$ cat src/rtl/muldiv_pkg.sv
// Shared definitions for the iterative multiply/divide unit: op codes, FSM states, default width.
package muldiv_pkg;

  localparam int MULDIV_WIDTH = 32;

  localparam logic [1:0] OP_MULT  = 2'b00;
  localparam logic [1:0] OP_MULTU = 2'b01;
  localparam logic [1:0] OP_DIV   = 2'b10;
  localparam logic [1:0] OP_DIVU  = 2'b11;

  typedef enum logic [1:0] {
    ST_IDLE,
    ST_CALC,
    ST_FIX,
    ST_DONE
  } muldiv_state_t;

  function automatic logic op_is_div(input logic [1:0] op);
    return (op == OP_DIV) || (op == OP_DIVU);
  endfunction

  function automatic logic op_is_signed(input logic [1:0] op);
    return (op == OP_MULT) || (op == OP_DIV);
  endfunction

endpackage

$ cat src/rtl/muldiv_if.sv
// Start/done handshake, operands and HI/LO results between the control unit and muldiv_unit.
interface muldiv_if #(
  parameter int WIDTH = muldiv_pkg::MULDIV_WIDTH
);
  logic             start;
  logic [1:0]       op;
  logic [WIDTH-1:0] a;
  logic [WIDTH-1:0] b;
  logic             busy;
  logic             done;
  logic             div_zero;
  logic [WIDTH-1:0] hi;
  logic [WIDTH-1:0] lo;

  modport master (
    output start, op, a, b,
    input  busy, done, div_zero, hi, lo
  );

  modport slave (
    input  start, op, a, b,
    output busy, done, div_zero, hi, lo
  );
endinterface

$ cat src/rtl/muldiv_datapath.sv
// Shared shift-add / restoring-divide datapath with sign correction and HI/LO result registers.
// MULDIV_EARLY_TERM_EN adds the multiplier-zero detect and one-step final alignment.
module muldiv_datapath
  import muldiv_pkg::*;
#(
  parameter int WIDTH = MULDIV_WIDTH
) (
  input  logic                   clk,
  input  logic                   reset,
  input  logic                   load_i,
  input  logic                   step_i,
  input  logic                   fix_i,
  input  logic [1:0]             op_i,
  input  logic [WIDTH-1:0]       a_i,
  input  logic [WIDTH-1:0]       b_i,
`ifdef MULDIV_EARLY_TERM_EN
  input  logic [$clog2(WIDTH):0] cnt_i,
  output logic                   early_o,
`endif
  output logic [WIDTH-1:0]       hi_o,
  output logic [WIDTH-1:0]       lo_o
);

  localparam int W2 = 2 * WIDTH;

  logic [W2-1:0]    acc_q, acc_d;
  logic [WIDTH-1:0] m_q, m_d;
  logic             is_div_q, is_div_d;
  logic             neg_lo_q, neg_lo_d;
  logic             neg_hi_q, neg_hi_d;
  logic [WIDTH-1:0] hi_q, hi_d;
  logic [WIDTH-1:0] lo_q, lo_d;

  logic             sa, sb;
  logic [WIDTH-1:0] a_mag, b_mag;
  logic [WIDTH:0]   mul_sum;
  logic [W2-1:0]    mul_next;
  logic [WIDTH:0]   div_top, div_diff;
  logic             div_ge;
  logic [W2-1:0]    div_next;
  logic [W2-1:0]    prod_fix;
  logic [WIDTH-1:0] quo_fix, rem_fix;

  always_comb begin
    sa    = op_is_signed(op_i) & a_i[WIDTH-1];
    sb    = op_is_signed(op_i) & b_i[WIDTH-1];
    a_mag = sa ? (~a_i + 1'b1) : a_i;
    b_mag = sb ? (~b_i + 1'b1) : b_i;

    // Multiply: low half holds the unprocessed multiplier bits, upper half the partial sum.
    mul_sum  = {1'b0, acc_q[W2-1:WIDTH]} + (acc_q[0] ? {1'b0, m_q} : '0);
    mul_next = {mul_sum, acc_q[WIDTH-1:1]};

    // Divide: a borrow out of the trial subtraction means the divisor did not fit.
    div_top  = acc_q[W2-1:WIDTH-1];
    div_diff = div_top - {1'b0, m_q};
    div_ge   = ~div_diff[WIDTH];
    div_next = {(div_ge ? div_diff[WIDTH-1:0] : div_top[WIDTH-1:0]), acc_q[WIDTH-2:0], div_ge};

    prod_fix = neg_lo_q ? (~acc_q + 1'b1) : acc_q;
    quo_fix  = neg_lo_q ? (~acc_q[WIDTH-1:0] + 1'b1) : acc_q[WIDTH-1:0];
    rem_fix  = neg_hi_q ? (~acc_q[W2-1:WIDTH] + 1'b1) : acc_q[W2-1:WIDTH];
  end

`ifdef MULDIV_EARLY_TERM_EN
  logic [WIDTH-1:0] rem_mask;
  logic             mul_zero;

  always_comb begin
    rem_mask = ~({WIDTH{1'b1}} << cnt_i);
    mul_zero = ((acc_q[WIDTH-1:0] & rem_mask) == '0);
    early_o  = ~is_div_q & mul_zero;
  end
`endif

  always_comb begin
    acc_d    = acc_q;
    m_d      = m_q;
    is_div_d = is_div_q;
    neg_lo_d = neg_lo_q;
    neg_hi_d = neg_hi_q;
    hi_d     = hi_q;
    lo_d     = lo_q;
    if (load_i) begin
      is_div_d = op_is_div(op_i);
      neg_lo_d = sa ^ sb;
      if (op_is_div(op_i)) begin
        acc_d    = {{WIDTH{1'b0}}, a_mag};
        m_d      = b_mag;
        neg_hi_d = sa;
      end else begin
        acc_d    = {{WIDTH{1'b0}}, b_mag};
        m_d      = a_mag;
        neg_hi_d = sa ^ sb;
      end
    end else if (step_i) begin
      if (is_div_q) begin
        acc_d = div_next;
      end else begin
        acc_d = mul_next;
`ifdef MULDIV_EARLY_TERM_EN
        if (mul_zero) acc_d = acc_q >> cnt_i;
`endif
      end
    end else if (fix_i) begin
      if (is_div_q) begin
        hi_d = rem_fix;
        lo_d = quo_fix;
      end else begin
        hi_d = prod_fix[W2-1:WIDTH];
        lo_d = prod_fix[WIDTH-1:0];
      end
    end
  end

  always_ff @(posedge clk or negedge reset) begin
    if (!reset) begin
      acc_q    <= '0;
      m_q      <= '0;
      is_div_q <= 1'b0;
      neg_lo_q <= 1'b0;
      neg_hi_q <= 1'b0;
      hi_q     <= '0;
      lo_q     <= '0;
    end else begin
      acc_q    <= acc_d;
      m_q      <= m_d;
      is_div_q <= is_div_d;
      neg_lo_q <= neg_lo_d;
      neg_hi_q <= neg_hi_d;
      hi_q     <= hi_d;
      lo_q     <= lo_d;
    end
  end

  assign hi_o = hi_q;
  assign lo_o = lo_q;

endmodule

$ cat src/rtl/muldiv_unit.sv
// Iterative MULT/MULTU/DIV/DIVU engine: FSM, iteration counter and start/done handshake.
// Build with MULDIV_EARLY_TERM_EN for variable-latency multiply early termination.
module muldiv_unit
  import muldiv_pkg::*;
#(
  parameter int WIDTH = MULDIV_WIDTH,
  parameter int CNT_W = $clog2(WIDTH) + 1
) (
  input  logic     clk,
  input  logic     reset,
  muldiv_if.slave  bus
);

  muldiv_state_t    state_q, state_d;
  logic [CNT_W-1:0] cnt_q, cnt_d;
  logic             busy_q, busy_d;
  logic             done_q, done_d;
  logic             div_zero_q, div_zero_d;
  logic             load, step, fix;
  logic             early;

`ifndef MULDIV_EARLY_TERM_EN
  assign early = 1'b0;
`endif

  always_comb begin
    state_d    = state_q;
    cnt_d      = cnt_q;
    div_zero_d = div_zero_q;
    load       = 1'b0;
    step       = 1'b0;
    fix        = 1'b0;
    unique case (state_q)
      ST_IDLE: begin
        if (bus.start) begin
          div_zero_d = 1'b0;
          // Divide by zero skips the datapath entirely so HI/LO keep the old result.
          if (op_is_div(bus.op) && (bus.b == '0)) begin
            div_zero_d = 1'b1;
            state_d    = ST_DONE;
          end else begin
            load    = 1'b1;
            cnt_d   = CNT_W'(WIDTH);
            state_d = ST_CALC;
          end
        end
      end
      ST_CALC: begin
        step  = 1'b1;
        cnt_d = cnt_q - 1'b1;
        if ((cnt_q == CNT_W'(1)) || early) state_d = ST_FIX;
      end
      ST_FIX: begin
        fix     = 1'b1;
        state_d = ST_DONE;
      end
      ST_DONE: begin
        state_d = ST_IDLE;
      end
      default: state_d = ST_IDLE;
    endcase
    busy_d = (state_d != ST_IDLE);
    done_d = (state_d == ST_DONE);
  end

  always_ff @(posedge clk or negedge reset) begin
    if (!reset) begin
      state_q    <= ST_IDLE;
      cnt_q      <= '0;
      busy_q     <= 1'b0;
      done_q     <= 1'b0;
      div_zero_q <= 1'b0;
    end else begin
      state_q    <= state_d;
      cnt_q      <= cnt_d;
      busy_q     <= busy_d;
      done_q     <= done_d;
      div_zero_q <= div_zero_d;
    end
  end

  muldiv_datapath #(
    .WIDTH (WIDTH)
  ) u_datapath (
    .clk     (clk),
    .reset   (reset),
    .load_i  (load),
    .step_i  (step),
    .fix_i   (fix),
    .op_i    (bus.op),
    .a_i     (bus.a),
    .b_i     (bus.b),
`ifdef MULDIV_EARLY_TERM_EN
    .cnt_i   (cnt_q),
    .early_o (early),
`endif
    .hi_o    (bus.hi),
    .lo_o    (bus.lo)
  );

  assign bus.busy     = busy_q;
  assign bus.done     = done_q;
  assign bus.div_zero = div_zero_q;

endmodule

$ cat src/flat_wrapper.sv
// flat-port wrapper written by rule: the top's interface ports become plain ports
module muldiv_unit_flat import muldiv_pkg::*;
#(
  parameter int WIDTH = MULDIV_WIDTH,
  parameter int CNT_W = $clog2(WIDTH) + 1
)
  (clk, reset, bus_start, bus_op, bus_a, bus_b, bus_busy, bus_done, bus_div_zero, bus_hi, bus_lo);
  muldiv_if #(.WIDTH(WIDTH)) bus_i ();
  input  logic clk;
  input  logic reset;
  input wire logic [$bits(bus_i.start)-1:0] bus_start;
  input wire logic [$bits(bus_i.op)-1:0] bus_op;
  input wire logic [$bits(bus_i.a)-1:0] bus_a;
  input wire logic [$bits(bus_i.b)-1:0] bus_b;
  output wire logic [$bits(bus_i.busy)-1:0] bus_busy;
  output wire logic [$bits(bus_i.done)-1:0] bus_done;
  output wire logic [$bits(bus_i.div_zero)-1:0] bus_div_zero;
  output wire logic [$bits(bus_i.hi)-1:0] bus_hi;
  output wire logic [$bits(bus_i.lo)-1:0] bus_lo;
  assign bus_i.start = bus_start;
  assign bus_i.op = bus_op;
  assign bus_i.a = bus_a;
  assign bus_i.b = bus_b;
  assign bus_busy = bus_i.busy;
  assign bus_done = bus_i.done;
  assign bus_div_zero = bus_i.div_zero;
  assign bus_hi = bus_i.hi;
  assign bus_lo = bus_i.lo;
  muldiv_unit #(.WIDTH(WIDTH), .CNT_W(CNT_W)) u_core (.clk(clk), .reset(reset), .bus(bus_i));
endmodule
$ cat config.mk
export PLATFORM = sky130hd
export DESIGN_NAME = muldiv_unit_flat
export DESIGN_NICKNAME = d
export VERILOG_FILES = /design/src/rtl/muldiv_pkg.sv /design/src/rtl/muldiv_if.sv /design/src/rtl/muldiv_datapath.sv /design/src/rtl/muldiv_unit.sv /design/src/flat_wrapper.sv
export SDC_FILE = /design/constraint.sdc
export NUM_CORES = 1
export LEC_CHECK = 0
export BUFFER_PORTS_ARGS = -buffer_cell sky130_fd_sc_hd__buf_2
export CORE_ASPECT_RATIO = 1.5
export CORE_MARGIN = 2
export CORE_UTILIZATION = 67
export CTS_BUF_LIST = sky130_fd_sc_hd__clkbuf_4
export CTS_CLUSTER_DIAMETER = 100
export DETAILED_ROUTE_END_ITERATION = 10
export HOLD_SLACK_MARGIN = 0.12
export PLACE_DENSITY = 0.85
export SLEW_MARGIN = 25
export SYNTH_ARGS = -nofsm -noshare
export SYNTH_HDL_FRONTEND = slang
export SYNTH_SLANG_ARGS = --single-unit
$ cat constraint.sdc
create_clock -name clk -period 6.3 [get_ports clk]
set_input_delay 1.26 -clock clk [delete_from_list [all_inputs] [get_ports clk]]
set_output_delay 1.26 -clock clk [all_outputs]
set_load 0.02 [all_outputs]
### Word-level counts from Yosys, hierarchy flattened

Cells that the tools add are included.

| operators by class | value |
|---|---|
| add/sub/neg operators | 8 |
| eq/ne operators | 9 |
| mux-type cells | 28 |
| bitwise logic cells | 11 |
| reduce and logical (&&, ||, !) cells | 12 |

Operator list:

| kind | number |
|---|---|
| 2-to-1 mux 32 bit | 10 |
| 2-to-1 mux 64 bit | 4 |
| adder 32 x 1 -> 32 bit, second input constant | 4 |
| NOT 32 bit | 4 |
| adder 64 x 1 -> 64 bit, second input constant | 1 |
| NOT 64 bit | 1 |
| adder 32 x 32 -> 33 bit | 1 |
| subtractor 33 x 32 -> 33 bit | 1 |
| logical NOT 32 bit | 1 |
| 2-to-1 mux 6 bit | 2 |
| case mux 6 bit (2 select lines) | 1 |
| equality test 2 bit, second input constant | 5 |
| case mux 2 bit (4 select lines) | 1 |
| 2-to-1 mux 1 bit | 7 |
| equality test 6 x 1 -> 1 bit, second input constant | 1 |
| 2-to-1 mux 2 bit | 3 |
| AND reduction 3 bit | 2 |
| nonzero test 2 bit | 3 |
| subtractor 6 x 1 -> 6 bit, second input constant | 1 |
| logical NOT 2 bit | 2 |
| != test 2 bit, second input constant | 2 |
| NOT 1 bit | 3 |
| AND 1 bit | 2 |
| equality test 2 x 1 -> 1 bit, second input constant | 1 |
| other kinds (4) | 5 |

| storage, ports and cells | value |
|---|---|
| flip-flop bits (word level) | 174 |
| output and inout bits | 67 |
| logic and storage cells | 80 |

### Longest topological paths before layout

| logic depth | value |
|---|---|
| word-level depth | 8 |
| mapped depth | 15 |
| mapped depth without buffers | 13 |

### Hierarchy

A second synthesis with hierarchy kept.

| second synthesis, totals | value |
|---|---|
| cells, all modules | 1,875 |
| area, all modules | 14,717.9 um^2 |

By module, submodules not included:

| module | instances | cells an instance | area an instance (um^2) | sequential area each (um^2) |
|---|---|---|---|---|
| muldiv_datapath | 1 | 1,811 | 14,082.3 | 4,078.9 |
| muldiv_unit | 1 | 64 | 635.6 | 275.3 |

### Least setup slack after synthesis

OpenSTA, ideal clock, no wires.

| timing | value |
|---|---|
| kind | input port to flip-flop |
| start | in bus_b[3] |
| end | reg u_core.u_datapath.acc_q[56] |
| arrival time | 3.566 ns |
| required time | 6.162 ns |
| setup slack | 2.596 ns |
| cell stages on the path | 10 |
| path through | or4_1 > buf_2 > nor4_4 > nand4_4 > o31a_1 > nand2_4 > nor2_1 > and2_1 > a222oi_1 > o21ai_0 |

| between the ends | value |
|---|---|
| longest elaborated chain between the ends | 6 |
| elaborated cells between the ends (all ways) | 7 |

RTL lines:

| item | line | source |
|---|---|---|
| start: declaration | flat_wrapper.sv:14 | `input wire logic [$bits(bus_i.b)-1:0] bus_b;` |
| logical NOT 32 bit (*) | muldiv_unit.sv:38 | `if (op_is_div(bus.op) && (bus.b == '0)) begin` |
| logical AND 1 bit (*) | muldiv_unit.sv:38 |  |
| 2-to-1 mux 1 bit (*) | muldiv_unit.sv:38 |  |
| 2-to-1 mux 1 bit (*) | muldiv_unit.sv:35 | `if (bus.start) begin` |
| 2-to-1 mux 1 bit (*) | muldiv_unit.sv:33 | `unique case (state_q)` |
| 2-to-1 mux 64 bit or nonzero test 2 bit (tied branches) | -- |  |
| end signal: assignment | muldiv_datapath.sv:118 | `acc_q <= '0;` |
| end signal: assignment | muldiv_datapath.sv:126 | `acc_q <= acc_d;` |
| end: declaration | muldiv_datapath.sv:26 | `logic [W2-1:0] acc_q, acc_d;` |

Every way passes the cells marked *; elsewhere a longest branch is shown, timed or not.
A chain may end at the register's enable or synchronous reset.

### Worst setup path after layout

| timing | value |
|---|---|
| start | reg u_core.u_datapath.acc_q[0] |
| end | reg u_core.u_datapath.acc_q[57] |

| between the ends | value |
|---|---|
| longest elaborated chain between the ends | 5 |

RTL lines:

| item | line | source |
|---|---|---|
| 2-to-1 mux 32 bit | muldiv_datapath.sv:51 | `mul_sum = {1'b0, acc_q[W2-1:WIDTH]} + (acc_q[0] ? {1'b0, m_q} : '0);` |
| adder 32 x 32 -> 33 bit | muldiv_datapath.sv:51 |  |
| 2-to-1 mux 64 bit | muldiv_datapath.sv:97 | `if (is_div_q) begin` |
| 2-to-1 mux 64 bit | muldiv_datapath.sv:96 | `end else if (step_i) begin` |
| 2-to-1 mux 64 bit | muldiv_datapath.sv:84 | `if (load_i) begin` |

Every way passes these cells. The select of a mux whose other input is x is not followed.

==> results.txt <==
kind of critical path -> reg2reg
CTS tree -> done
final core utilization -> 72.42%
Netlist cell types -> 75
top cells by count, synth -> o21ai_0 (226), nand2_1 (225), dfrtp_1 (174), nor2_1 (162), a21oi_1 (129)
dominant cell by count in the synthesized netlist -> o21ai_0
gr usage total -> 42.03%
critical path endpoint category -> flip-flop
PostCTS Resize Cnt -> 0
clock-pin slew on the worst setup and hold paths -> 0.16 ns
max-cap violations -> 0
CTS H-tree lvls -> 4
Gate Count Post-Synth -> 1833
Synth top area share -> 29.93%
WL final -> 48910 um
clk_lat worst skew -> 0.64 ns
first-pass GRT wire length -> 75070 um
# IOs -> 136
setup bufs post-CTS -> 0
Placer Congestion -> 1.042
IO buf count -> 135
clk sinks -> 174
setup violators final -> 0
antenna-violating nets left -> 0
Post-Syn Area -> 14550 um2
Layout area overhead -> 6.862%
peak supply drop -> 0.3381 mV
Root Buffer -> clkbuf_4
clk_skew -> 0.03020 ns
Leak -> 6.952 nW
Max Clk Rate -> 222.4 MHz
CP max FO -> 18
Congestion Overflow GR -> 0
worst min path class -> reg2reg
FILL cells -> 1786
worst reg2reg startpoint -> u_core.u_datapath.acc_q[0]
Synth async-reset ratio -> 100.0%
hold_sp -> u_core.u_datapath.hi_o[23]
detailed-route via count -> 14590
vias in the first global route -> 13950
total nets after synthesis -> 1974
status -> finished clean
worst hold path depth -> 2
die width -> 124.3 um
Slew Limit Fails -> 0
Worst setup SP type -> flip-flop
R2R setup slack -> 1.80 ns
Worst Hold End -> u_core.u_datapath.hi_o[23]
Final Hold Viols -> 0
Die ar. -> 22940 um2
Final #Nets -> 2035
worst-case reg-to-reg path depth -> 13
Vias per Instance -> 6.695
Clock Path Buffers -> 2
ranking of synthesized cells by area -> dfrtp_1 (30%), o21ai_0 (7.8%), ha_1 (6.0%)
1st-pass router iterations -> 5
ys flop type -> dfrtp_1
ratio of cells with drive above 1 in the final layout -> 11.07%
Core Region -> 21470 um2
Final Power -> 9.048 mW
Initial Util -> 67.77%
DR WL/cell -> 22.44 um
hold slack final -> 0.4920 ns
DR iter-0 viols -> 1535
slew margin rel. -> 35.86%
Post-CTS Hold Fix Bufs -> 0
period utilization -> 71.36%
Die Ht -> 184.5 um
Worst Path Required -> 6.85 ns
fin crit period -> 4.496 ns
CTS buffer count -> 17
unrepaired setup endpoints after global routing -> no
HPWL Detailed -> 37680 um
largest net degree at the start of global routing -> 129
RR Endpoint -> u_core.u_datapath.acc_q[57]
Syn Area/Cell -> 7.938 um2
FF+latch count, synth -> 174
initial antenna violation count -> 1
DRC -> 0
Power per Cell Area -> 581.9 nW/um2
Fin Setup TNS -> 0 ns
synth warn -> 0
Seq/Total Area, Yosys -> 29.93%
EDFF count, synth -> 0
Slew @ Worst Pin -> 0.9585 ns
post-synth top area cell -> dfrtp_1
Critical Path AT -> 5.04 ns
Rows -> 66
## critical path: stages, from the launching register on
cell,delay [ns]
dfrtp_1,0.49
inv_1,0.54
buf_4,0.37
nor2_1,0.08
ha_1,0.37
a21oi_1,0.21
o21ai_0,0.14
or3_1,0.38
o211ai_1,0.36
nand2_1,0.27
nor2b_1,0.48
o31ai_1,0.25
mux2i_1,0.16
a221o_1,0.27
## sequential cells by signal, indices dropped and copies added (netlist names)
name / cells
u_core.u_datapath.acc_q: 64
u_core.u_datapath.hi_o: 32
u_core.u_datapath.lo_o: 32
u_core.u_datapath.m_q: 32
u_core.cnt_q: 6
u_core.state_q: 2
u_core.bus.busy: 1
u_core.bus.div_zero: 1
u_core.bus.done: 1
u_core.u_datapath.is_div_q: 1
u_core.u_datapath.neg_hi_q: 1
u_core.u_datapath.neg_lo_q: 1
## per-layer routing
| metal | share of wire, % | track usage, % |
|---|---|---|
| met1 | 34 | 44.45 |
| met2 | 49 | 72.96 |
| met3 | 6.7 | 6.821 |
| met5 | 0 | 0 |
| met4 | 9.6 | 35.78 |
## logic make-up after synthesis
logic type | after synthesis | synth area share, %
multiplexers | 72 | 5.031
buffers and inverters | 171 | 4.558
flip-flops | 174 | 29.93
adder cells (fa/ha/maj) | 72 | 6.295
XOR/XNOR | 177 | 10.71
AO/OA/AOI/OAI | 578 | 24.64
AND/OR/NAND/NOR | 589 | 18.85
## metrics by stage
stage / worst slack [ns] / cells / instance area [um2]
4_1_cts: 1.992 / 2177 / 15510
3_3_place_gp: 1.685 / 2146 / 15270
3_5_place_dp: 1.617 / 2146 / 15270
2_1_floorplan: 2.596 / 1833 / 14550
5_1_grt: 1.677 / 2179 / 15550
6_report: 1.804 / 2179 / 15550
## report_power, final
group          internal, mW  switching (mW)
logic                  2.43            3.70
clock network         0.174           0.450
registers              1.57           0.734
total                  4.17            4.88
## worst max path at each step
| stage | from | to | slack (ns) | depth (start not counted) |
|---|---|---|---|---|
| 2_1_floorplan | bus_b[3] | u_core.u_datapath.acc_q[56] | 2.60 | 10 |
| 3_3_place_gp | bus_b[3] | u_core.u_datapath.acc_q[2] | 1.68 | 9 |
| 3_5_place_dp | bus_b[3] | u_core.u_datapath.acc_q[42] | 1.62 | 9 |
| 4_1_cts | u_core.u_datapath.acc_q[32] | u_core.u_datapath.acc_q[55] | 1.99 | 12 |
| 5_1_grt | u_core.u_datapath.acc_q[0] | u_core.u_datapath.acc_q[61] | 1.68 | 13 |
| 6_report | u_core.u_datapath.acc_q[0] | u_core.u_datapath.acc_q[57] | 1.80 | 13 |
## final cells by class
cell class                      instances  area [um2]  share of cell area, %
Sequential cell                       174        4357                  28.02
Clock buffer                           19       142.6                 0.9174
Tap cell                              272       340.3                  2.189
Antenna cell                            1       2.502                0.01609
Clock inverter                         12       102.6                 0.6598
Inverter                               65       244.0                  1.569
Multi-Input combinational cell       1488        9560                  61.49
Timing Repair Buffer                  148       799.5                  5.142
## cell usage in the layout, fill, tap and decap left out, types with 13 or more instances in the layout
| cell type | netlist | layout |
|---|---|---|
| o211ai_1 | 13 | 13 |
| o31ai_1 | 27 | 27 |
| a21oi_1 | 129 | 128 |
| inv_1 | 64 | 64 |
| or3_1 | 14 | 14 |
| nand2b_1 | 17 | 16 |
| o22ai_1 | 16 | 16 |
| nor3_1 | 33 | 33 |
| clkbuf_4 | 0 | 19 |
| nand2_1 | 225 | 225 |
| buf_2 | 15 | 134 |
| a22oi_1 | 24 | 24 |
| nor2_1 | 162 | 160 |
| dfrtp_1 | 174 | 172 |
| xnor2_1 | 96 | 96 |
| o41ai_1 | 15 | 15 |
| ha_1 | 70 | 70 |
| o21ai_0 | 226 | 226 |
| nor4_1 | 23 | 23 |
| nand3_1 | 27 | 27 |
| a21o_1 | 24 | 24 |
| or4_1 | 14 | 14 |
| mux2i_1 | 63 | 63 |
| nor2b_1 | 18 | 18 |
| a221o_1 | 15 | 15 |
| xor2_1 | 80 | 80 |
Power figures use the tool's default switching activity.
